===== config.mk =====
export PLATFORM = sky130hd
export DESIGN_NAME = logo_sprite_engine
export DESIGN_NICKNAME = d
export VERILOG_FILES = /design/src/rtl/logo_sprite_engine.sv
export SDC_FILE = /design/constraint.sdc
export NUM_CORES = 1
export LEC_CHECK = 0
export BUFFER_PORTS_ARGS = -buffer_cell sky130_fd_sc_hd__buf_4
export CORE_ASPECT_RATIO = 0.6
export CORE_MARGIN = 2
export CORE_UTILIZATION = 56
export DETAILED_ROUTE_END_ITERATION = 10
export PLACE_DENSITY = 0.88
export SYNTH_ARGS = -nofsm -noshare
export SYNTH_HDL_FRONTEND = slang
export SYNTH_SLANG_ARGS = --single-unit

===== constraint.sdc =====
create_clock -name Clk -period 7.3 [get_ports Clk]
set_input_delay 1.46 -clock Clk [delete_from_list [all_inputs] [get_ports Clk]]
set_output_delay 1.46 -clock Clk [all_outputs]
set_load 0.05 [all_outputs]

===== src/rtl/logo_sprite_engine.sv =====
// logo_sprite_engine
//   Sprite renderer for screen logos (title, game over, press start). Holds a
//   runtime position, runs static / blink / slide-in modes off the frame tick,
//   drives an external async logo ROM by row, and produces a registered
//   per-pixel hit flag for the color mapper.
//
// Ports
//   Clk, Reset_n        system clock, async active-low reset
//   frame_clk           vsync-rate level; its rising edge is the frame tick
//   DrawX, DrawY        current pixel coordinate from the VGA controller
//   rom_addr / rom_data logo ROM row address (comb) / row data (same cycle,
//                       MSB = leftmost pixel)
//   start, hide         one-cycle requests (hide has priority)
//   mode                00 static, 01 blink, 10 slide, 11 static
//   target_x, target_y  final top-left position, latched on start
//   busy                high while sliding
//   done                one-cycle pulse when the final position is reached
//   is_logo             registered pixel hit, 1 Clk after DrawX/DrawY
module logo_sprite_engine #(
  parameter int LOGO_W        = 96,
  parameter int LOGO_H        = 16,
  parameter int ADDR_W        = 4,
  parameter int BLINK_FRAMES  = 30,
  parameter int SLIDE_STEP    = 2,
  parameter int SLIDE_START_Y = 480
) (
  input  logic              Clk,
  input  logic              Reset_n,
  input  logic              frame_clk,
  input  logic [9:0]        DrawX,
  input  logic [9:0]        DrawY,
  output logic [ADDR_W-1:0] rom_addr,
  input  logic [LOGO_W-1:0] rom_data,
  input  logic              start,
  input  logic              hide,
  input  logic [1:0]        mode,
  input  logic [9:0]        target_x,
  input  logic [9:0]        target_y,
  output logic              busy,
  output logic              done,
  output logic              is_logo
);

  localparam int BW = (BLINK_FRAMES > 1) ? $clog2(BLINK_FRAMES) : 1;

  typedef enum logic [1:0] {IDLE, SLIDE, SHOW} state_t;

  state_t        state;
  logic [9:0]    pos_x, pos_y, ty_q;
  logic [1:0]    mode_q;
  logic [BW-1:0] blink_cnt;
  logic          visible, frame_q, tick;

  assign tick = frame_clk & ~frame_q;

  // Slide finishes once the next step would reach or pass the target.
  // Comparing against target+step avoids underflow on pos_y-step.
  logic [10:0] slide_lim;
  assign slide_lim = {1'b0, ty_q} + 11'(SLIDE_STEP);

  always_ff @(posedge Clk or negedge Reset_n) begin
    if (!Reset_n) begin
      state     <= IDLE;
      pos_x     <= '0;
      pos_y     <= '0;
      ty_q      <= '0;
      mode_q    <= '0;
      blink_cnt <= '0;
      visible   <= 1'b0;
      frame_q   <= 1'b0;
      busy      <= 1'b0;
      done      <= 1'b0;
    end else begin
      frame_q <= frame_clk;
      done    <= 1'b0;
      if (hide) begin
        state   <= IDLE;
        visible <= 1'b0;
        busy    <= 1'b0;
      end else if (start) begin
        mode_q    <= mode;
        ty_q      <= target_y;
        pos_x     <= target_x;
        blink_cnt <= '0;
        visible   <= 1'b1;
        if (mode == 2'b10) begin
          pos_y <= 10'(SLIDE_START_Y);
          state <= SLIDE;
          busy  <= 1'b1;
        end else begin
          pos_y <= target_y;
          state <= SHOW;
          busy  <= 1'b0;
          done  <= 1'b1;
        end
      end else if (tick) begin
        case (state)
          SLIDE: begin
            if ({1'b0, pos_y} <= slide_lim) begin
              pos_y <= ty_q;
              state <= SHOW;
              busy  <= 1'b0;
              done  <= 1'b1;
            end else begin
              pos_y <= pos_y - 10'(SLIDE_STEP);
            end
          end
          SHOW: begin
            if (mode_q == 2'b01) begin
              if (blink_cnt == BW'(BLINK_FRAMES - 1)) begin
                blink_cnt <= '0;
                visible   <= ~visible;
              end else begin
                blink_cnt <= blink_cnt + 1'b1;
              end
            end
          end
          default: ;
        endcase
      end
    end
  end

  // Hit test in 11 bits so pos+size never wraps; anything past the screen
  // edge simply never matches DrawX/DrawY.
  logic [10:0]       x_end, y_end, dx;
  logic [ADDR_W-1:0] dy;
  logic              in_x, in_y, hit, pix;
  logic [LOGO_W-1:0] row_sh;

  assign x_end = {1'b0, pos_x} + 11'(LOGO_W);
  assign y_end = {1'b0, pos_y} + 11'(LOGO_H);
  assign in_x  = (DrawX >= pos_x) && ({1'b0, DrawX} < x_end);
  assign in_y  = (DrawY >= pos_y) && ({1'b0, DrawY} < y_end);
  assign hit   = in_x & in_y;
  assign dx    = {1'b0, DrawX} - {1'b0, pos_x};
  assign dy    = ADDR_W'({1'b0, DrawY} - {1'b0, pos_y});
  assign rom_addr = hit ? dy : '0;

  // Shifting the row left by dx brings column dx to the MSB, which avoids an
  // out-of-range bit select when the pixel is outside the box.
  assign row_sh = rom_data << dx;
  assign pix    = row_sh[LOGO_W-1];

  always_ff @(posedge Clk or negedge Reset_n) begin
    if (!Reset_n) is_logo <= 1'b0;
    else          is_logo <= hit & visible & (state != IDLE) & pix;
  end

endmodule

==> out/summary.json, run 1 <==
{
  "placement": {
    "gp_congestion": 0.929,
    "dpl-instance-area_um2": 5630,
    "setup_slack_after_placement_ps": 1970,
    "place.port_buffers": 149,
    "place.detailed.hpwl_mm": 11.1
  },
  "grt": {
    "grt_pass1_vias": 4460,
    "maximum_number_of_pins_on_one_net_before_global_route_repair": 44,
    "grt_antenna_before_repair": 0,
    "gr-total-overflow": 0,
    "groute.usage.overall": 0.321,
    "grt_pass1_wl_mm": 21.9
  },
  "drt": {
    "drt-total-wl_mm": 13.7,
    "drt_drc_violations_left": 0,
    "postRouteAntennaNets": 0,
    "detailroute.via_count": 4447,
    "drt_pass1_iterations": 8,
    "viasPerCell": 6.27,
    "dr.first_iter.drc_count": 472,
    "routedWlPerCell_um": 19.4
  },
  "layout": {
    "area_growth_syn_to_layout_pct": 31.2,
    "layout_cell_share_with_drive_strength_beyond_1": 0.343,
    "layout_common_cells": "152 x sky130_fd_sc_hd__buf_4, 49 x sky130_fd_sc_hd__ha_1, 43 x sky130_fd_sc_hd__dfrtp_1",
    "diodes_inserted": 0,
    "stdcell_area_um2": 5820,
    "finalNetCount": 794,
    "layout_commonest_cell": "sky130_fd_sc_hd__buf_4"
  },
  "power": {
    "p_int_w": 0.000861,
    "peakVddDrop_mv": 0.137,
    "switching_share": 0.408,
    "power.share.sequential": 0.231,
    "clock_power_share": 0.197,
    "power.static_leakage_nw": 2.68,
    "power.density_cell_area_nw_per_um2": 250,
    "comb_power_share": 0.572,
    "power.switching_w": 0.000593
  },
  "hold_path": {
    "timing.hold.worst.class": "flop to flop"
  },
  "die": {
    "ioPinCount": 150,
    "start_util": 0.569,
    "die_width_um": 119,
    "rows": 25,
    "floorplan.core_area_um2": 7790,
    "die_h_um": 72.9,
    "die-area_um2": 8670
  },
  "sta": {
    "finalWorstSetupSlack_ps": 1940,
    "drv_slew": 0,
    "rsz_0062_raised_after_global_routing": "no",
    "setup_viol_count_final": 0,
    "worst_case_headroom_to_the_max_slew_limit": 0.237,
    "timing_worst_slew_pin_value_ps": 1140,
    "finalHoldViolCount": 0,
    "fin_tns_setup_ps": 0,
    "layout_min_cycle_time_ps": 5360,
    "timing.fmax_mhz": 187,
    "clk_skew_ps": 4.45,
    "post-route-period-util": 0.734
  },
  "cts": {
    "post-cts-setup-buffer-count": 0,
    "clock_sinks": 43,
    "cts-buffers-inserted": 5,
    "cts.htree.levels": 2,
    "ctsHoldBuffers": 0,
    "tritoncts": "done",
    "cts.root.buffer_cell": "sky130_fd_sc_hd__clkbuf_16",
    "worst_setup_hold_path_clk_slew_ps": 60,
    "cts_buffer_depth": 2,
    "cts_resized": 0,
    "skew_pair_late_insertion_delay_ps": 290
  },
  "synthesis": {
    "synth_top_family_by_area": "multiplexers",
    "synth_largest_area_cell": "sky130_fd_sc_hd__dfrtp_1",
    "netlist_instances": 459,
    "synth_sequential_area_ratio": 0.243,
    "synthesis.yosys.warnings": 0,
    "post_synth_main_area_contributors": "sky130_fd_sc_hd__dfrtp_1 24%, sky130_fd_sc_hd__ha_1 14%, sky130_fd_sc_hd__mux4_2 12%",
    "synth_edf_count": 0,
    "synthDominantCellAreaShare": 0.243,
    "yosys.area_share.xor_xnor": 0.0652,
    "synth_async_sr_flop_share": 1.00,
    "post_synthesis_cell_type_count": 61,
    "yosys_register_bits": 43,
    "synth_compound_gate_area_share": 0.168,
    "post_synth.cell_area_avg_um2": 9.66,
    "synthSimpleGateAreaFrac": 0.138,
    "syn-cell-area_um2": 4440,
    "share_of_synthesized_cell_area_in_full_adder_half_adder_and_majority_cells": 0.147,
    "synth.net_count": 653,
    "muxShareOfSynthArea": 0.193,
    "dominantRegCellSynth": "sky130_fd_sc_hd__dfrtp_1"
  },
  "worst_setup_path": {
    "timing.setup.critical_path_class": "input pin to output pin",
    "timing.critical_path.arrival_ps": 3900,
    "cp_data_required_time_ps": 5840,
    "critical_path.startpoint_type": "input pin",
    "setup.worst_path.end_class": "output pin",
    "reg2reg_slack_ps": 3650,
    "worstPathMaxFanout": 7
  },
  "flow_run": {
    "maxCapViolations": 0
  },
  "status": {
    "run_status": "complete, no violations"
  }
}
[per-layer routing]
metal  part of all wire  vias to the layer above  track usage  wire, um
met5                  0                        -            0         0
met2               0.46                      242        0.510      6280
met3              0.091                       31       0.0609      1250
met1               0.43                     2160        0.460      5970
li1                   -                     2014            -         -
met4              0.017                        0       0.0794       233
[per-stage QoR]
step	util	std cells	hold slack [ps]	power [W]
floorplan	-	459	450	0.000915
global placement	0.723	701	478	0.00110
detailed placement	0.723	701	505	0.00114
CTS	0.747	709	507	0.00144
global route	0.747	709	529	0.00154
finish	0.747	709	508	0.00145
[sequential cells by signal, indices dropped and copies added (netlist names), 2 cells and up]
register	flops
mode_q	2
ty_q	10
pos_y	10
pos_x	10
blink_cnt	5
[power groups by stage]
| stage | clock network [W] | registers (W) | logic, W |
|---|---|---|---|
| 2_1_floorplan | 0 | 0.000317 | 0.000598 |
| 3_3_place_gp | 0 | 0.000333 | 0.000768 |
| 3_5_place_dp | 0 | 0.000337 | 0.000808 |
| 4_1_cts | 0.000289 | 0.000333 | 0.000817 |
| 5_1_grt | 0.000303 | 0.000340 | 0.000903 |
| 6_report | 0.000287 | 0.000335 | 0.000832 |
[cell families after synthesis]
| family | after synthesis |
|---|---|
| AND/OR/NAND/NOR | 125 |
| AO/OA/AOI/OAI | 112 |
| adder cells (fa/ha/maj) | 51 |
| buffers and inverters | 49 |
| multiplexers | 49 |
| flip-flops | 43 |
| XOR/XNOR | 30 |
[final timing paths]
kind	start	to	cells after the start
max reg2reg	ty_q[2]	pos_y[6]	12
max in group asynchronous	Reset_n	ty_q[7]	1
max	DrawX[4]	rom_addr[3]	10
min in group asynchronous	Reset_n	pos_y[0]	1
min	blink_cnt[4]	blink_cnt[4]	1
min reg2reg	blink_cnt[4]	blink_cnt[4]	1
[critical path, stage by stage]
cell and delay (ps):
sky130_fd_sc_hd__buf_4 110, sky130_fd_sc_hd__ha_1 400, sky130_fd_sc_hd__and3_1 230, sky130_fd_sc_hd__o21ai_0 70
sky130_fd_sc_hd__nand3_1 320, sky130_fd_sc_hd__nor4b_1 280, sky130_fd_sc_hd__a2111oi_2 290, sky130_fd_sc_hd__o21ai_1 230
sky130_fd_sc_hd__a211oi_1 260, sky130_fd_sc_hd__buf_4 240
[Yosys cell counts, types with 6 or more instances]
| library cell | number |
|---|---|
| sky130_fd_sc_hd__clkbuf_1 | 12 |
| sky130_fd_sc_hd__nand2_1 | 29 |
| sky130_fd_sc_hd__nor2b_1 | 8 |
| sky130_fd_sc_hd__nand3_1 | 32 |
| sky130_fd_sc_hd__xor2_1 | 10 |
| sky130_fd_sc_hd__nand4_1 | 8 |
| sky130_fd_sc_hd__mux4_2 | 24 |
| sky130_fd_sc_hd__nor3_1 | 6 |
| sky130_fd_sc_hd__ha_1 | 49 |
| sky130_fd_sc_hd__nor2_1 | 28 |
| sky130_fd_sc_hd__mux2i_1 | 8 |
| sky130_fd_sc_hd__mux2_2 | 14 |
| sky130_fd_sc_hd__a21oi_1 | 22 |
| sky130_fd_sc_hd__dfrtp_1 | 43 |
| sky130_fd_sc_hd__o21ai_0 | 35 |
| sky130_fd_sc_hd__inv_1 | 31 |
| sky130_fd_sc_hd__a21o_1 | 8 |
| sky130_fd_sc_hd__xnor2_1 | 18 |
[layout make-up]
cell class	instances	area [um^2]
inverter	31	116
multi-input combinational	367	3160
clock inverter	2	60.1
sequential	43	1080
fill	573	1970
clock buffer	6	129
timing repair buffer	152	1140
tap	108	135
No activity file was read; power rests on OpenSTA's default activity.
==> run 2: changes to the inputs <==
--- a/config.mk
+++ b/config.mk
@@ -8,9 +8,9 @@
 export BUFFER_PORTS_ARGS = -buffer_cell sky130_fd_sc_hd__buf_4
 export CORE_ASPECT_RATIO = 0.6
 export CORE_MARGIN = 2
-export CORE_UTILIZATION = 56
+export CORE_UTILIZATION = 52
 export DETAILED_ROUTE_END_ITERATION = 10
-export PLACE_DENSITY = 0.88
+export PLACE_DENSITY = 0.82
 export SYNTH_ARGS = -nofsm -noshare
 export SYNTH_HDL_FRONTEND = slang
 export SYNTH_SLANG_ARGS = --single-unit
==> constraint.sdc (replaced) <==
create_clock -name Clk -period 5.1 [get_ports Clk]
set_input_delay 1.02 -clock Clk [delete_from_list [all_inputs] [get_ports Clk]]
set_output_delay 1.02 -clock Clk [all_outputs]
set_load 0.05 [all_outputs]
==> run 2 against run 1 <==
  * Largest cell class unchanged
  * Sequential power grew 42%
  * Worst setup slack worse by 1300 ps
  * Count of clock-buffer cells in the layout did not move
  * Highest routed layer unchanged
  * Total power increased by 40%
  * Design area about the same
  * Clock power increased by 35%
  * Sequential share of layout area hardly changed
==> out/summary.json, run 2 (synthesized netlist as in run 1, its figures left out) <==
{
  "drt": {
    "drt_pass1_iterations": 6,
    "detailroute.via_count": 4216,
    "drt_drc_violations_left": 0,
    "viasPerCell": 5.90,
    "drt-total-wl_mm": 12.9,
    "dr.first_iter.drc_count": 314,
    "routedWlPerCell_um": 18.1,
    "postRouteAntennaNets": 0
  },
  "cts": {
    "ctsHoldBuffers": 0,
    "post-cts-setup-buffer-count": 0,
    "clock_sinks": 43,
    "worst_setup_hold_path_clk_slew_ps": 60,
    "cts_resized": 0,
    "cts_buffer_depth": 2,
    "cts.root.buffer_cell": "sky130_fd_sc_hd__clkbuf_16",
    "cts.htree.levels": 2,
    "tritoncts": "done",
    "cts-buffers-inserted": 5,
    "skew_pair_late_insertion_delay_ps": 290
  },
  "placement": {
    "gp_congestion": 0.891,
    "placedCellCount": 706,
    "place.detailed.hpwl_mm": 10.8,
    "place.port_buffers": 149
  },
  "worst_setup_path": {
    "timing.critical_path.slowest_stage_cell": "sky130_fd_sc_hd__a2111oi_2",
    "cp_data_required_time_ps": 4080,
    "worstPathMaxFanout": 4,
    "timing.critical_path.slowest_cell_delay_ps": 350,
    "reg2reg_slack_ps": 1490,
    "cp_top_family": "compound AO/OA/AOI/OAI gates",
    "number_of_cells_traversed_by_the_worst_register_to_register_path": 12,
    "setup.worst_path.end_class": "output pin",
    "launching_point_of_the_worst_reg2reg_path": "ty_q[3]",
    "timing.critical_path.arrival_ps": 3400,
    "cp_num_buf_inv": 2,
    "timing.setup.critical_path_class": "input pin to output pin",
    "worst_r2r_endpoint": "pos_y[5]",
    "critical_path.startpoint_type": "input pin",
    "crit_path_cell_trace": "buf_4, ha_1, nor2b_1, o31a_1, a2111oi_2, o21ai_1, a2111oi_2, o21ai_1, a211oi_1, buf_4"
  },
  "grt": {
    "gr-total-overflow": 0,
    "grt_pass1_vias": 4198,
    "grt_pass1_wl_mm": 20.6,
    "groute.usage.overall": 0.289,
    "maximum_number_of_pins_on_one_net_before_global_route_repair": 44,
    "grt_antenna_before_repair": 0
  },
  "layout": {
    "layout_commonest_cell": "sky130_fd_sc_hd__buf_4",
    "finalNetCount": 795,
    "layout_common_cells": "153 x sky130_fd_sc_hd__buf_4, 49 x sky130_fd_sc_hd__ha_1, 43 x sky130_fd_sc_hd__dfrtp_1",
    "final_util": 0.693,
    "post_layout_nonfiller_instances": 714,
    "fill_cells": 647,
    "diodes_inserted": 0,
    "layout_cell_share_with_drive_strength_beyond_1": 0.346,
    "top_flop_regs": "pos_x x10, pos_y x10, ty_q x10",
    "area_growth_syn_to_layout_pct": 31.2
  },
  "sta": {
    "worst_case_headroom_to_the_max_slew_limit": 0.286,
    "post-route-period-util": 0.867,
    "layout_min_cycle_time_ps": 4420,
    "timing.fmax_mhz": 226,
    "setup_viol_count_final": 0,
    "rsz_0062_raised_after_global_routing": "no",
    "finalHoldViolCount": 0,
    "drv_slew": 0,
    "clk_skew_ps": 7.39,
    "fin_tns_setup_ps": 0,
    "timing_worst_slew_pin_value_ps": 1070
  },
  "die": {
    "floorplan.core_area_um2": 8390,
    "ioPinCount": 150,
    "die-area_um2": 9310,
    "die_width_um": 123,
    "start_util": 0.528,
    "rows": 26,
    "die_h_um": 75.5
  },
  "flow_run": {
    "maxCapViolations": 0
  },
  "hold_path": {
    "hold-path-endpoint": "blink_cnt[4]",
    "worst_hold_startpoint": "blink_cnt[4]",
    "timing.hold.worst_path_depth": 1,
    "timing.hold.worst.class": "flop to flop"
  },
  "power": {
    "power.static_leakage_nw": 2.68,
    "power.density_cell_area_nw_per_um2": 349,
    "peakVddDrop_mv": 0.266
  },
  "status": {
    "run_status": "complete, no violations"
  }
}
## run 2: changes by cell type in the layout (fill, tap and decap cells not counted)
cell / previous run / this run
sky130_fd_sc_hd__buf_4: 152 / 153
sky130_fd_sc_hd__clkbuf_8: 0 / 1
sky130_fd_sc_hd__inv_6: 0 / 1
sky130_fd_sc_hd__bufinv_16: 2 / 1
sky130_fd_sc_hd__clkbuf_1: 1 / 0
## run 2: routing by layer
metal  global-route usage  routed length [um]  vias up  share of wire
met5                    0                   0        -              0
met4               0.0644                 245        0          0.019
met3               0.0898                1110       31          0.086
met2                0.440                5580      171           0.43
met1                0.408                6000     1992           0.46
li1                     -                   -     2022              -
## run 2: per-stage QoR
step	setup slack, ps	total power [W]	hold WS, ps	area [um^2]
2_1_floorplan	253	0.00131	450	4440
3_3_place_gp	753	0.00158	487	5640
3_5_place_dp	672	0.00163	487	5640
4_1_cts	672	0.00202	492	5820
5_1_grt	502	0.00218	544	5820
6_report	678	0.00203	494	5820
## run 2: power breakdown
group          switching, W  internal (W)  total (W)  leakage (nW)
clock              0.000141      0.000246   0.000387        0.0875
sequential        0.0000804      0.000397   0.000477         0.527
combinational      0.000617      0.000550    0.00117          2.07
total              0.000839       0.00119    0.00203          2.68
## run 2: worst max-delay path by stage
stage | slack [ps] | cells after the start | start | end
floorplan | 250 | 8 | DrawY[1] | rom_addr[3]
global placement | 750 | 10 | DrawY[1] | rom_addr[3]
detailed placement | 670 | 10 | DrawY[1] | rom_addr[3]
CTS | 670 | 10 | DrawY[1] | rom_addr[3]
global route | 500 | 11 | pos_y[4] | rom_addr[3]
finish | 680 | 10 | DrawY[1] | rom_addr[3]
## run 2: area by class of cell
cell class,count,area [um^2],area share
clock buffers,6,139,0.0239
clock inverters,2,38.8,0.00667
inverters,31,116,0.0200
multi-input cells,367,3160,0.543
flip-flops and latches,43,1080,0.185
well taps,112,140,0.0241
repair buffers,153,1150,0.197
## run 2: worst register-to-register path, stage by stage, from the launching register on
cell and delay, ps:
sky130_fd_sc_hd__dfrtp_1 480, sky130_fd_sc_hd__nand2_1 100, sky130_fd_sc_hd__nor2_1 200, sky130_fd_sc_hd__nand3_1 130
sky130_fd_sc_hd__xor2_1 170, sky130_fd_sc_hd__ha_1 330, sky130_fd_sc_hd__o21a_1 140, sky130_fd_sc_hd__o21a_1 110
sky130_fd_sc_hd__o32ai_1 70, sky130_fd_sc_hd__a31oi_1 780, sky130_fd_sc_hd__and2_1 490, sky130_fd_sc_hd__o21ai_0 150
sky130_fd_sc_hd__o311ai_0 330
